File: src/rtl/mem_pkg.sv
// Shared types for the MEM stage: funct3 encodings, FSM states, access sizes, bus bundle.
// No logic, no latency.
// No flow control.
package mem_pkg;

    localparam logic [2:0] F3_LB  = 3'b000;
    localparam logic [2:0] F3_LH  = 3'b001;
    localparam logic [2:0] F3_LW  = 3'b010;
    localparam logic [2:0] F3_LBU = 3'b100;
    localparam logic [2:0] F3_LHU = 3'b101;
    localparam logic [2:0] F3_SB  = 3'b000;
    localparam logic [2:0] F3_SH  = 3'b001;
    localparam logic [2:0] F3_SW  = 3'b010;

    typedef enum logic [1:0] {IDLE, REQ, RESP, DONE} mem_state_t;

    typedef enum logic [1:0] {SZ_BYTE, SZ_HALF, SZ_WORD} access_size_t;

    typedef struct packed {
        logic        we;
        logic [3:0]  be;
        logic [31:0] addr;
        logic [31:0] wdata;
    } dmem_bus_t;

    // funct3 encoding 11 has no distinct size; it behaves as a word.
    function automatic access_size_t size_of(input logic [1:0] sz);
        case (sz)
            2'b00:   return SZ_BYTE;
            2'b01:   return SZ_HALF;
            default: return SZ_WORD;
        endcase
    endfunction

endpackage

File: src/rtl/mem_access_unit_align.sv
// Byte-lane steering for loads and stores: byte enables, store replication, misalign, load extension.
// Purely combinational, zero latency.
// No flow control.
module load_store_align
    import mem_pkg::*;
(
    input  logic [1:0]  addr_lo,
    input  logic [2:0]  funct3,
    input  logic [31:0] store_data,
    input  logic [31:0] rdata,
    output logic [3:0]  be,
    output logic [31:0] wdata,
    output logic        misaligned,
    output logic [31:0] load_data
);

    access_size_t size;
    logic [31:0]  lane;

    always_comb begin
        size       = size_of(funct3[1:0]);
        lane       = rdata >> {addr_lo, 3'b000};
        be         = 4'b1111;
        wdata      = store_data;
        misaligned = 1'b0;
        load_data  = rdata;
        case (size)
            SZ_BYTE: begin
                be        = 4'b0001 << addr_lo;
                wdata     = {4{store_data[7:0]}};
                load_data = funct3[2] ? {24'b0, lane[7:0]} : {{24{lane[7]}}, lane[7:0]};
            end
            SZ_HALF: begin
                be         = 4'b0011 << addr_lo;
                wdata      = {2{store_data[15:0]}};
                misaligned = addr_lo[0];
                load_data  = funct3[2] ? {16'b0, lane[15:0]} : {{16{lane[15]}}, lane[15:0]};
            end
            default: begin
                misaligned = |addr_lo;
            end
        endcase
    end

endmodule

File: src/rtl/mem_access_unit.sv
// MEM stage: turns EX/MEM loads/stores into a ready/valid data-bus transaction and feeds MEM/WB.
// Latency: store >=1 stall cycle, load >=2 stall cycles, then one DONE cycle; bounded by TIMEOUT_CYCLES.
// Backpressure: stall_out holds IF..EX/MEM while a request waits for dmem_ready or data waits for dmem_rvalid.
module mem_access_unit
    import mem_pkg::*;
#(
    parameter int TIMEOUT_CYCLES = 64
) (
    input  logic        clock,
    input  logic        reset,
    input  logic        valid_in,
    input  logic        flush,
    input  logic        mem_read_in,
    input  logic        mem_write_in,
    input  logic [2:0]  funct3_in,
    input  logic        mem_to_reg_in,
    input  logic        reg_write_in,
    input  logic [31:0] alu_result_in,
    input  logic [31:0] store_data_in,
    input  logic [4:0]  read_rd_in,
    output logic        dmem_req,
    output logic        dmem_we,
    output logic [3:0]  dmem_be,
    output logic [31:0] dmem_addr,
    output logic [31:0] dmem_wdata,
    input  logic        dmem_ready,
    input  logic        dmem_rvalid,
    input  logic [31:0] dmem_rdata,
    output logic        mem_to_reg_out,
    output logic        reg_write_out,
    output logic [31:0] data_address_out,
    output logic [4:0]  read_rd_out,
    output logic [31:0] data_mem_out,
    output logic        stall_out,
    output logic        misaligned,
    output logic        bus_error
);

    localparam int CW = $clog2(TIMEOUT_CYCLES + 1);

    mem_state_t  state_q, state_d;
    logic [CW-1:0] cnt_q, cnt_d;
    logic [31:0] rdata_q, rdata_d;
    logic        squash_q, squash_d;
    logic        bus_err_q, bus_err_d;
    dmem_bus_t   req_q, req_d;

    logic [3:0]  be_c;
    logic [31:0] wdata_c;
    logic        misalign_c;
    logic [31:0] load_data_c;
    logic        mem_access, mem_op, is_load, timeout;
    dmem_bus_t   bus_c, bus_out;

    load_store_align u_align (
        .addr_lo    (alu_result_in[1:0]),
        .funct3     (funct3_in),
        .store_data (store_data_in),
        .rdata      (rdata_q),
        .be         (be_c),
        .wdata      (wdata_c),
        .misaligned (misalign_c),
        .load_data  (load_data_c)
    );

    assign mem_access = valid_in & (mem_read_in | mem_write_in);
    assign mem_op     = mem_access & ~misalign_c;
    assign is_load    = mem_op & ~mem_write_in;
    assign timeout    = (cnt_q == CW'(TIMEOUT_CYCLES - 1));

    always_comb begin
        bus_c.we    = mem_write_in;
        bus_c.be    = be_c;
        bus_c.addr  = {alu_result_in[31:2], 2'b00};
        bus_c.wdata = wdata_c;
    end

    // A bus completion on the final allowed cycle wins over the timeout.
    always_comb begin
        state_d   = state_q;
        cnt_d     = '0;
        rdata_d   = rdata_q;
        squash_d  = squash_q;
        bus_err_d = 1'b0;
        req_d     = req_q;
        case (state_q)
            IDLE: begin
                squash_d = mem_op & flush;
                if (mem_op) begin
                    req_d = bus_c;
                    if (dmem_ready) state_d = mem_write_in ? DONE : RESP;
                    else            state_d = REQ;
                end
            end
            REQ: begin
                cnt_d    = cnt_q + 1'b1;
                squash_d = squash_q | flush;
                if (dmem_ready) begin
                    state_d = req_q.we ? DONE : RESP;
                end else if (timeout) begin
                    state_d   = DONE;
                    bus_err_d = 1'b1;
                end
            end
            RESP: begin
                cnt_d    = cnt_q + 1'b1;
                squash_d = squash_q | flush;
                if (dmem_rvalid) begin
                    rdata_d = dmem_rdata;
                    state_d = DONE;
                end else if (timeout) begin
                    state_d   = DONE;
                    bus_err_d = 1'b1;
                end
            end
            default: begin
                squash_d = 1'b0;
                state_d  = IDLE;
            end
        endcase
    end

    always_ff @(posedge clock) begin
        if (reset) begin
            state_q   <= IDLE;
            cnt_q     <= '0;
            rdata_q   <= '0;
            squash_q  <= 1'b0;
            bus_err_q <= 1'b0;
            req_q     <= '0;
        end else begin
            state_q   <= state_d;
            cnt_q     <= cnt_d;
            rdata_q   <= rdata_d;
            squash_q  <= squash_d;
            bus_err_q <= bus_err_d;
            req_q     <= req_d;
        end
    end

    // While waiting the bus sees the latched request, so it stays stable whatever EX/MEM does.
    assign bus_out    = (state_q == IDLE) ? bus_c : req_q;
    assign dmem_we    = bus_out.we;
    assign dmem_be    = bus_out.be;
    assign dmem_addr  = bus_out.addr;
    assign dmem_wdata = bus_out.wdata;

    assign dmem_req   = ~reset & (((state_q == IDLE) & mem_op) | (state_q == REQ));
    assign stall_out  = ~reset & (((state_q == IDLE) & mem_op) | (state_q == REQ) | (state_q == RESP));
    assign misaligned = ~reset & (state_q == IDLE) & mem_access & misalign_c;
    assign bus_error  = bus_err_q;

    assign mem_to_reg_out   = mem_to_reg_in;
    assign data_address_out = alu_result_in;
    assign read_rd_out      = read_rd_in;
    assign data_mem_out     = is_load ? load_data_c : 32'b0;
    assign reg_write_out    = reg_write_in & valid_in & ~flush & ~squash_q & ~bus_err_q
                              & ~(mem_access & misalign_c);

endmodule

File: config.mk
export PLATFORM = sky130hd
export DESIGN_NAME = mem_access_unit
export DESIGN_NICKNAME = d
export VERILOG_FILES = /design/src/rtl/mem_pkg.sv /design/src/rtl/mem_access_unit_align.sv /design/src/rtl/mem_access_unit.sv
export SDC_FILE = /design/constraint.sdc
export NUM_CORES = 1
export LEC_CHECK = 0
export ABC_AREA = 0
export BUFFER_PORTS_ARGS = -buffer_cell sky130_fd_sc_hd__buf_2
export CAP_MARGIN = 40
export CORE_AREA = 8 8 154 156
export CTS_CLUSTER_SIZE = 28
export DETAILED_ROUTE_END_ITERATION = 6
export DIE_AREA = 0 0 162 164
export PLACE_DENSITY = 0.62
export SLEW_MARGIN = 10
export SYNTH_ARGS = -nofsm -noshare
export SYNTH_HDL_FRONTEND = slang
export SYNTH_SLANG_ARGS = --single-unit
File: constraint.sdc
create_clock -name clock -period 2.7 [get_ports clock]
set_input_delay 0 -clock clock [delete_from_list [all_inputs] [get_ports clock]]
set_output_delay 0 -clock clock [all_outputs]
set_load 0.05 [all_outputs]
Word level (Yosys, flattened, before mapping)
Index checks and enable logic that the tools add are counted.
{"block": "word_totals", "wordCells": 77, "out_inout_bits": 144, "register_bits": 110}
{"block": "classes", "n_shift": 3, "n_mux": 22, "n_eq_ne": 6, "addsub": 1, "bitwise_logic": 28, "n_reduce_logical": 8}
{"cell": "one-hot mux 32 bit (2 select lines)", "count": 2}
{"cell": "two-way mux 32 bit", "count": 3}
{"cell": "two-way mux 69 bit", "count": 1}
{"cell": "right shift 32 x 5 -> 16 bit", "count": 1}
{"cell": "bitwise AND 1 bit", "count": 16}
{"cell": "two-way mux 2 bit", "count": 5}
{"cell": "inverter 1 bit", "count": 8}
{"cell": "one-hot mux 4 bit (2 select lines)", "count": 1}
{"cell": "adder 7 x 1 -> 7 bit, second input constant", "count": 1}
{"cell": "== test 7 x 6 -> 1 bit, second input constant", "count": 1}
{"cell": "== test 2 x 1 -> 1 bit, second input constant", "count": 3}
{"cell": "logical NOT 2 bit", "count": 3}
{"cell": "one-hot mux 1 bit (2 select lines)", "count": 3}
{"cell": "one-hot mux 2 bit (3 select lines)", "count": 1}
{"cell": "OR reduction 2 bit", "count": 3}
{"cell": "two-way mux 1 bit", "count": 5}
{"cell": "bitwise OR 1 bit", "count": 4}
{"cell": "one-hot mux 2 bit (2 select lines)", "count": 1}
{"cell": "AND reduction 2 bit", "count": 2}
{"cell": "left shift 1 x 2 -> 4 bit, first input constant", "count": 1}
{"cell": "left shift 2 x 2 -> 4 bit, first input constant", "count": 1}
{"cell": "== test 2 bit, second input constant", "count": 1}
{"cell": "inequality test 2 bit, second input constant", "count": 1}

Longest topological paths before layout
{"block": "logic_depth", "word_depth": 10, "depth_mapped": 8, "depth_no_buf": 6}

By module
Synthesis repeated with hierarchy kept, for this count alone.
{"block": "hier_totals", "cells_unflattened": 863, "area_unflattened_um2": 6735.2}
{"module": "mem_access_unit", "area_per_inst_um2": 5327.6, "cells_per_inst": 658, "n_inst": 1, "seq_area_each_um2": 2202.1}
{"module": "load_store_align", "area_per_inst_um2": 1407.6, "cells_per_inst": 205, "n_inst": 1, "seq_area_each_um2": 0.0}

Least setup slack after synthesis
OpenSTA, ideal clock, no wires.
{"block": "synth_timing", "path_type": "reg2out", "startpoint": "register state_q[0]", "endpoint": "output port misaligned", "stages_incl_launch_ff": 6, "arrival_ns": 2.436, "n_path_buf": 1, "slack_ns": 0.264, "cell_sequence": "dfxtp_1 -> inv_1 -> ha_1 -> clkbuf_1 -> inv_1 -> nor4_1"}
{"block": "synth_via", "elab_chain_len": 4}
{"element": "start: declaration", "line_no": "mem_access_unit.sv:41", "source": "mem_state_t state_q, state_d;"}
{"element": "start signal: assignment", "line_no": "mem_access_unit.sv:132", "source": "state_q <= state_d;"}
{"element": "logical NOT 2 bit", "line_no": "mem_access_unit.sv:150", "source": "assign misaligned = ~reset & (state_q == IDLE) & mem_access & misalign_c;"}
{"element": "bitwise AND 1 bit (3 in series)", "line_no": "mem_access_unit.sv:150"}
{"element": "end: declaration", "line_no": "mem_access_unit.sv:35", "source": "output logic misaligned,"}
Every way passes these cells.

Worst setup path after layout
{"block": "layout_timing", "startpoint": "register state_q[0]", "endpoint": "output port dmem_wdata[31]"}
{"block": "layout_via", "elab_chain_len": 2}
{"element": "logical NOT 2 bit", "line_no": "mem_access_unit.sv:142", "source": "assign bus_out = (state_q == IDLE) ? bus_c : req_q;"}
{"element": "two-way mux 69 bit", "line_no": "mem_access_unit.sv:142"}
{"element": "end: declaration", "line_no": "mem_access_unit.sv:25", "source": "output logic [31:0] dmem_wdata,"}
Every way passes these cells.

==> impl_results.md <==
* H-tree levels at 3
* Most used DFF post-synth: dfxtp_1
* Register share of total power at 25.0%
* Synth top area share at between 30% and 40%
* Hold Path Sink: read_rd_out[4]
* Tmin final at ~2.2 ns
* Routability cong. at a little over 0.8
* Worst-Margin Slew at around 0.77 ns
* Combinational share of power at 58.2%
* IO Count at about 260
* Reg2Reg Setup Slack at ~0.7 ns
* Critical-path maximum fanout at 45
* CP Cell Sequence: inv_1 > ha_4 > buf_4 > mux2_2 > buf_2
* Leakage at between 3 and 4 nW
* DRC at 0
* Synth area leader: dfxtp_1
* Worst Skew at ~0.011 ns
* Max Cap Viol at 0
* Cell Rows at 54
* Sw Share at a little over half
* Filler Cell Count at 2190
* Worst-Skew Late Latency at 0.35 ns
* P&R area growth vs syn at 33.5%
* DR WL/cell at approximately 16 µm
* First-pass GRT wire length at between 30000 and 40000 µm
* Sequential fraction of the synthesis area at between 30% and 40%
* Syn Inst Count at ~800
* Tot Pwr at 0.00775 W
* Top area cells in the synthesized netlist: dfxtp_1, nand2_1, a21oi_1
* CTS tree: yes
* Fmax at 449 MHz
* Initial antenna violation count at 2
* Starting Density at roughly 29%
* CP Capture Type: output pin
* Overall die height at 164 µm
* Total CTS buffers at 9
* Largest net degree at the start of global routing at 65
* Design area at approximately 8300 µm²
* Setup tns final at 0 ns
* CP max-delay cell: buf_4
* Die Wd at roughly 160 µm
* Max_slew headroom at 48.8%
* Final Instance Count excl. Fillers at 1324
* Final WL at approximately 21000 µm
* Worst EP required at ~2.7 ns
* Worst R2R Start: state_q[0]
* Die Area at roughly 27000 µm²
* Max-slew violation count at 0
* Worst Hold Depth at 0
* Vias per inst at between 4 and 5
* IO Port Bufs at approximately 240
* Post-synth EDFFs at 0
* Fin crit share at 82.4%
* Antenna cells at 0
* # clock sinks at 110
* Critical Path AT at 2.23 ns
* Hold Vio Cnt, Final at 0
* Synth warn at 0
* Initial DRC Count at 445
* Power density cells at 932 nW/µm²
* Asr flop ratio synth at 0%
* Post-synth cell types at between 40 and 50
* Clk root buf: clkbuf_16
* Most common cell in the netlist: nand2_1
* Finish-stage setup viols at 0
* Number of global-route vias before repair at 6095
* Clock Tree Buf Depth at 2
* Tightest Hold Check Type: input pin to output pin
* Cell area after placement at about 7300 µm²
* CP max stage delay at between 0.4 and 0.5 ns
* DP HPWL at 14900 µm
* Synth Register Bits at between 100 and 150
* HP Start: read_rd_in[4]
* P_int at approximately 0.0037 W
* Placed cells at around 1.2k
* WS Path Type: flip-flop to output pin
* Synthesized area per cell at approximately 7.8 µm²
* FF-to-FF End: req_q[66]
* VDD IR-drop max at 0.000455 V
* GRT Resource Usage Total at 15.3%
* RSZ-0062 raised after global routing: false
* Setup Buffers After CTS at 0
* Net switching power figure at just over 0.004 W
* Area of the mapped netlist at approximately 6200 µm²
* Leading cell types by count after synthesis: nand2_1, a21oi_1, dfxtp_1
* Reg2reg path depth at 6
* First-pass DRT Iterations at 5
* Antenna Nets Post-Route at 0
* Layout cells sized above 1 at ~32%
* Clk pin slew, worst setup/hold paths at 0.07 ns
* Startpoint Class: flip-flop
* Cts hold-fix bufs at approximately 70
* Via Count at between 6k and 7k
* Post-layout net count at about 1.2k
* Status: finished clean
* Clk network pwr share at about 17%
* Placeable core area at approximately 21000 µm²
* Post-CTS Resized at 0
* Grt ovf at 0
## layout make-up
type                            count  area [µm²]  share of cell area [%]
Clock buffer                       10         229                    2.75
Inverter                           11        41.3                   0.496
Multi-Input combinational cell    580        3400                    40.9
Clock inverter                      6        55.1                   0.662
Sequential cell                   110        2200                    26.5
Timing Repair Buffer              327        2040                    24.5
Tap cell                          280         350                    4.21
## per-stage QoR
stage	hold slack (ns)	setup WS (ns)	util, %
after floorplan	0.136	0.264	-
after global placement	0.000341	0.632	34.3
after detailed placement	0.000341	0.600	34.3
after CTS	0.000341	0.432	39.0
after global routing	0.000281	0.322	39.0
final	0.000109	0.474	39.0
## logic make-up (layout without fill, tap and decap cells)
| family | Yosys count | after routing | share of synthesized area [%] |
|---|---|---|---|
| AOI/OAI and AO/OA | 206 | 206 | 20.2 |
| xor gates and xnor gates | 5 | 5 | 0.703 |
| adders and majority gates | 5 | 5 | 1.00 |
| buffers and inverters | 115 | 354 | 10.4 |
| DFF | 110 | 110 | 35.3 |
| muxes | 83 | 83 | 14.3 |
| other | 1 | 2 | 0.0602 |
| and+or+nand+nor | 279 | 279 | 17.9 |
## worst max-delay path: cells and delay by family (launching register included)
kind	cells	cell delay, ns
DFF	1	0.33
muxes	1	0.41
adders and majority gates	1	0.29
buffers and inverters	3	0.84
## power by group through the flow
stage / Combinational (W) / Sequential [W] / Clock (W)
floorplan: 0.00351 / 0.00194 / 0
global placement: 0.00444 / 0.00197 / 0
detailed placement: 0.00446 / 0.00198 / 0
CTS: 0.00455 / 0.00194 / 0.00136
global route: 0.00479 / 0.00197 / 0.00143
finish: 0.00451 / 0.00194 / 0.00130
## layout by cell type (no fill, tap or decap), drive strengths merged, types with 5 or more instances in the layout
master and instances:
o2bb2ai 7, buf 255, nand2 192, mux2 49, inv 14, dlygate4sd3 72, a211oi 23, a311oi 6
dfxtp 110, clkbuf 10, mux2i 34, ha 5, o21ai 15, nand3 11, a21oi 131, nor2 60
a22oi 14
## worst max path at each step
| stage | from | end | slack [ns] | cells past startpoint |
|---|---|---|---|---|
| 4_1_cts | state_q[0] | dmem_wdata[24] | 0.43 | 5 |
| 5_1_grt | state_q[0] | dmem_wdata[24] | 0.32 | 5 |
| 2_1_floorplan | state_q[0] | misaligned | 0.26 | 5 |
| 3_3_place_gp | alu_result_in[1] | data_mem_out[2] | 0.63 | 7 |
| 3_5_place_dp | alu_result_in[1] | data_mem_out[1] | 0.60 | 7 |
| 6_report | state_q[0] | dmem_wdata[31] | 0.47 | 5 |
## layer usage
layer  GRT usage [%]  share of wire (%)  vias to the layer above
met5               0              0.084                        -
li1                -                  -                     3180
met3            3.83                6.5                       19
met4            4.12                1.4                        4
met1            18.9                 44                     2920
met2            26.1                 48                      203
## sequential cells by signal, indices dropped and copies added (netlist names)
register	count
bus_error	1
cnt_q	7
rdata_q	32
req_q	67
squash_q	1
state_q	2
No activity file was read; power rests on OpenSTA's default activity.
